$ cat config.mk
export PLATFORM = sky130hd
export DESIGN_NAME = fetch_prefetch_unit_flat
export DESIGN_NICKNAME = d
export VERILOG_FILES = /design/src/rtl/fetch_prefetch_unit_if.sv /design/src/rtl/fetch_prefetch_unit.sv /design/src/flat_wrapper.sv
export SDC_FILE = /design/constraint.sdc
export NUM_CORES = 1
export LEC_CHECK = 0
export CORE_MARGIN = 4
export CORE_UTILIZATION = 58
export DETAILED_ROUTE_END_ITERATION = 10
export PLACE_DENSITY_LB_ADDON = 0.05
export SLEW_MARGIN = 25
export SYNTH_ARGS = -nofsm -noshare
export SYNTH_HDL_FRONTEND = slang
export SYNTH_SLANG_ARGS = --single-unit
$ cat constraint.sdc
create_clock -name enable -period 5.48 [get_ports enable]
set_input_delay 1.096 -clock enable [delete_from_list [all_inputs] [get_ports enable]]
set_output_delay 1.096 -clock enable [all_outputs]
set_load 0.005 [all_outputs]
$ cat src/rtl/fetch_prefetch_unit_if.sv
// ============================================================================
// Module : fetch_prefetch_unit_if
// Brief  : Memory read, redirect and decode handshake bundle for the fetch unit
// Rev    : 1.0  initial release
// ============================================================================
`default_nettype none

interface fetch_prefetch_unit_if;
    logic [31:0] mem_addr;
    logic [31:0] mem_rdata;
    logic        redirect_valid;
    logic [31:0] redirect_pc;
    logic        instr_valid;
    logic [31:0] instr;
    logic [31:0] instr_pc;
    logic        instr_ready;

    modport master (
        output mem_addr,
        input  mem_rdata,
        input  redirect_valid,
        input  redirect_pc,
        output instr_valid,
        output instr,
        output instr_pc,
        input  instr_ready
    );

    modport slave (
        input  mem_addr,
        output mem_rdata,
        output redirect_valid,
        output redirect_pc,
        input  instr_valid,
        input  instr,
        input  instr_pc,
        output instr_ready
    );
endinterface

`default_nettype wire

$ cat src/rtl/fetch_prefetch_unit.sv
// ============================================================================
// Module : fetch_prefetch_unit
// Brief  : Fetch PC + prefetch FIFO feeding decode; redirect flushes the buffer.
//          Optional macro FETCH_PERF_EN adds perf_fetched/perf_stall counters.
// Rev    : 1.0  initial release
// ============================================================================
`default_nettype none

module fetch_prefetch_unit #(
    parameter int          DEPTH    = 4,
    parameter logic [31:0] RESET_PC = 32'h0000_0000
) (
    input  wire logic              enable,
    input  wire logic              rst,
    fetch_prefetch_unit_if.master  bus
`ifdef FETCH_PERF_EN
    ,
    output logic [31:0]            perf_fetched,
    output logic [31:0]            perf_stall
`endif
);

    localparam int              PTR_W   = (DEPTH > 1) ? $clog2(DEPTH) : 1;
    localparam int              CNT_W   = PTR_W + 1;
    localparam logic [CNT_W-1:0] C_DEPTH = CNT_W'(DEPTH);

    logic [31:0]      fetch_pc_q, fetch_pc_d;
    logic [PTR_W-1:0] wr_ptr_q, wr_ptr_d;
    logic [PTR_W-1:0] rd_ptr_q, rd_ptr_d;
    logic [CNT_W-1:0] count_q, count_d;
    logic [31:0]      word_q [DEPTH];
    logic [31:0]      word_d [DEPTH];
    logic [31:0]      pcs_q  [DEPTH];
    logic [31:0]      pcs_d  [DEPTH];
    logic             pop;
    logic             push;

    assign bus.mem_addr    = fetch_pc_q;
    assign bus.instr_valid = (count_q != '0);
    assign bus.instr       = word_q[rd_ptr_q];
    assign bus.instr_pc    = pcs_q[rd_ptr_q];

    always_comb begin
        pop        = bus.instr_valid & bus.instr_ready;
        push       = !bus.redirect_valid & ((count_q < C_DEPTH) | pop);
        fetch_pc_d = fetch_pc_q;
        wr_ptr_d   = wr_ptr_q;
        rd_ptr_d   = rd_ptr_q;
        count_d    = count_q;
        word_d     = word_q;
        pcs_d      = pcs_q;
        if (bus.redirect_valid) begin
            // A pop in the redirect cycle is dropped; decode squashes that head.
            fetch_pc_d = bus.redirect_pc & ~32'h0000_0003;
            wr_ptr_d   = '0;
            rd_ptr_d   = '0;
            count_d    = '0;
        end else begin
            if (push) begin
                word_d[wr_ptr_q] = bus.mem_rdata;
                pcs_d[wr_ptr_q]  = fetch_pc_q;
                wr_ptr_d         = wr_ptr_q + PTR_W'(1);
                fetch_pc_d       = fetch_pc_q + 32'd4;
            end
            if (pop) begin
                rd_ptr_d = rd_ptr_q + PTR_W'(1);
            end
            case ({push, pop})
                2'b10:   count_d = count_q + CNT_W'(1);
                2'b01:   count_d = count_q - CNT_W'(1);
                default: count_d = count_q;
            endcase
        end
    end

    always_ff @(posedge enable) begin
        if (rst) begin
            fetch_pc_q <= RESET_PC;
            wr_ptr_q   <= '0;
            rd_ptr_q   <= '0;
            count_q    <= '0;
        end else begin
            fetch_pc_q <= fetch_pc_d;
            wr_ptr_q   <= wr_ptr_d;
            rd_ptr_q   <= rd_ptr_d;
            count_q    <= count_d;
        end
    end

    // Storage needs no reset: the head is only meaningful while count is non-zero.
    always_ff @(posedge enable) begin
        word_q <= word_d;
        pcs_q  <= pcs_d;
    end

`ifdef FETCH_PERF_EN
    logic [31:0] perf_fetched_q, perf_fetched_d;
    logic [31:0] perf_stall_q, perf_stall_d;

    always_comb begin
        perf_fetched_d = perf_fetched_q + (push ? 32'd1 : 32'd0);
        perf_stall_d   = perf_stall_q + (((count_q == C_DEPTH) && !pop) ? 32'd1 : 32'd0);
    end

    always_ff @(posedge enable) begin
        if (rst) begin
            perf_fetched_q <= '0;
            perf_stall_q   <= '0;
        end else begin
            perf_fetched_q <= perf_fetched_d;
            perf_stall_q   <= perf_stall_d;
        end
    end

    assign perf_fetched = perf_fetched_q;
    assign perf_stall   = perf_stall_q;
`endif

endmodule

`default_nettype wire

$ cat src/flat_wrapper.sv
// flat-port wrapper written by rule: the top's interface ports become plain ports
module fetch_prefetch_unit_flat 
#(
    parameter int          DEPTH    = 4,
    parameter logic [31:0] RESET_PC = 32'h0000_0000
)
  (enable, rst, bus_mem_addr, bus_mem_rdata, bus_redirect_valid, bus_redirect_pc, bus_instr_valid, bus_instr, bus_instr_pc, bus_instr_ready);
  fetch_prefetch_unit_if bus_i ();
  input  wire logic enable;
  input  wire logic rst;
  output wire logic [$bits(bus_i.mem_addr)-1:0] bus_mem_addr;
  input wire logic [$bits(bus_i.mem_rdata)-1:0] bus_mem_rdata;
  input wire logic [$bits(bus_i.redirect_valid)-1:0] bus_redirect_valid;
  input wire logic [$bits(bus_i.redirect_pc)-1:0] bus_redirect_pc;
  output wire logic [$bits(bus_i.instr_valid)-1:0] bus_instr_valid;
  output wire logic [$bits(bus_i.instr)-1:0] bus_instr;
  output wire logic [$bits(bus_i.instr_pc)-1:0] bus_instr_pc;
  input wire logic [$bits(bus_i.instr_ready)-1:0] bus_instr_ready;
  assign bus_mem_addr = bus_i.mem_addr;
  assign bus_i.mem_rdata = bus_mem_rdata;
  assign bus_i.redirect_valid = bus_redirect_valid;
  assign bus_i.redirect_pc = bus_redirect_pc;
  assign bus_instr_valid = bus_i.instr_valid;
  assign bus_instr = bus_i.instr;
  assign bus_instr_pc = bus_i.instr_pc;
  assign bus_i.instr_ready = bus_instr_ready;
  fetch_prefetch_unit #(.DEPTH(DEPTH), .RESET_PC(RESET_PC)) u_core (.enable(enable), .rst(rst), .bus(bus_i));
endmodule
==> out/metrics.cfg <==
[outcome]
outcome=completed

[clock_network]
ctsHoldBuffers=0
cts_resized=0
cts_tree=done
clockRootBuffer=clkbuf_16
cts.clk_slew.worst_paths_ns=0.06
cts_made_buffers=29
htree_levels=1
insertion_delay_ns=0.53
postCtsSetupBuffers=0
cts_buffer_depth=3
cts_sinks=285

[final_layout]
drive_above_1_share=0.156
final_util=0.738
diodes=0
nFillCells=1105
post-route-cell-area_um2=13900
finalNetCount=848
multiInputGateArea_um2=2800
synthToLayoutAreaGrowth_pct=24.1
seq_area_um2=8200

[logic_synthesis]
synth_edf_count=248
yosysWarnings=0
async_flop_share=0
syn-cell-area_um2=11200
ys_seq_area_frac=0.731
synth_ff_type=edfxtp_1
synth_cell_type_count=52
synth_cells=610
avgSynthCellArea_um2=18.4
ys_ff_latch=285

[timing]
hold-worst-slack_ns=0.510
setup_viol=0
rsz0062_at_grt=no
final_max_slew_viol_count=0
skew_ns=0.00915
post-route-min-period_ns=3.83
hold_violations=0
relSlewSlack=0.361
worst_slew_pin_slew_ns=0.959
tns_ns=0
fin_crit_sh=0.700
fmax_ghz=0.261

[route]
drt_iter0_drc=477
drt_drc_violations_left=0
viasPerCell=5.94
avgRoutedWirePerCell_um=21.6
ant_nets=0
wirelength_um=22700
first_pass_iters=5
via_count=6266

[floorplanning]
ioPinCount=165
die_area_um2=21600
die_w_um=147
start_util=0.595
die_y_um=147
fp-row-count=50
core_area_um2=18800

[placement]
io_buffers=158
dpl_cell_area_um2=13000
place.gp.congestion=0.887
hpwlAfterDp_um=13700

[worst_setup_path]
rrSetupSlack_ns=2.98
worstPathRequired_ns=4.38
path_class=flop to primary output
reg2reg_from=u_core.bus.mem_addr[2]$_SDFFE_PP0P_
crit_path_start=u_core.rd_ptr_q[0]$_SDFFE_PP0P_
worstPathMaxFanout=27
critPathLaunchType=flop
endpoint_kind=primary output
cp.arrival_ns=2.74

[pwr]
power.density_nw_per_um2=336
p_leak_nw=4.41
vdd_drop_max_mv=0.231

[global_route]
grt_pass1_wl_um=36300
grt_pass1_vias=6633
grt_usage=0.213
antenna_found_initial=0
grt_overflow=0
grt_max_degree=64

[worst_hold_path]
hp-start=u_core.wr_ptr_q[1]$_SDFFE_PP0P_
hp-class=flop to flop

[job]
cap_viol_max_count=0

Yosys cell counts, types with 10 or more instances:
master	number	area share
edfxtp_1	248	0.66
mux4_2	62	0.12
dfxtp_1	37	0.066
nor2_1	37	0.012
nand2_1	25	0.0084
clkbuf_1	20	0.0067
inv_1	16	0.0054
a311oi_1	13	0.010
nand4_1	11	0.0061
nand3_1	10	0.0045
o21ai_0	10	0.0045
or3_1	10	0.0056
worst paths after layout:
path	cells past startpoint	end
hold / removal	2	u_core.wr_ptr_q[1]$_SDFFE_PP0P_
setup reg to reg	4	u_core.bus.mem_addr[21]$_SDFFE_PP0P_
hold reg to reg	2	u_core.wr_ptr_q[1]$_SDFFE_PP0P_
setup / recovery	4	bus_instr[3]
final cells by class:
type | count | share of cell area
clock buffers | 39 | 0.0549
clock inverters | 14 | 0.00855
inverters | 16 | 0.00432
multi-input cells | 277 | 0.201
flip-flops and latches | 285 | 0.590
well taps | 260 | 0.0234
repair buffers | 164 | 0.118
sequential cells by signal, indices dropped and copies added, names as in the netlist:
| register | flops |
|---|---|
| u_core.pcs_q | 120 |
| u_core.count_q | 3 |
| u_core.wr_ptr_q | 2 |
| u_core.bus.mem_addr | 30 |
| u_core.word_q | 128 |
| u_core.rd_ptr_q | 2 |
per-layer routing:
layer  GRT usage  wire [um]  up-vias
li1            -          -     2810
met1       0.289       9250     3169
met2       0.361      11500      250
met3      0.0423       1580       37
met4      0.0503        380        0
met5           0          0        -
worst max-delay path, cell delays in order (launching register included):
cell and delay [ns]:
dfxtp_4 0.70, buf_12 0.31, buf_4 0.23, mux4_2 0.50
clkdlybuf4s50_1 0.46
cells in the final DEF, fill, tap and decap left out, drive strengths merged, types with 13 or more instances in the layout:
cell	instances
clkdlybuf4s50	158
clkbuf	39
inv	16
nand2	25
a311oi	13
mux4	62
edfxtp	248
dfxtp	37
nor2	37
where the power goes:
part | leakage [nW] | internal (mW) | switching [mW]
clock | 0.425 | 1.07 | 0.763
combinational | 1.38 | 0.198 | 0.133
sequential | 2.61 | 2.45 | 0.0605
metrics by stage:
stage	total power, mW	std cells	setup WS (ns)
4_1_cts	4.70	1055	1.55
5_1_grt	4.83	1055	1.43
2_1_floorplan	2.67	613	1.79
3_5_place_dp	2.89	1002	1.88
6_report	4.67	1055	1.65
3_3_place_gp	2.87	1001	1.88
cell families after synthesis:
| logic type | share of synthesized area |
|---|---|
| AO/OA/AOI/OAI | 0.0406 |
| flip-flops | 0.731 |
| adder cells (fa/ha/maj) | 0.00849 |
| buffers and inverters | 0.0222 |
| other | 0.000335 |
| XOR/XNOR | 0.00938 |
| AND/OR/NAND/NOR | 0.0636 |
| multiplexers | 0.125 |
No activity file was read; power rests on OpenSTA's default activity.
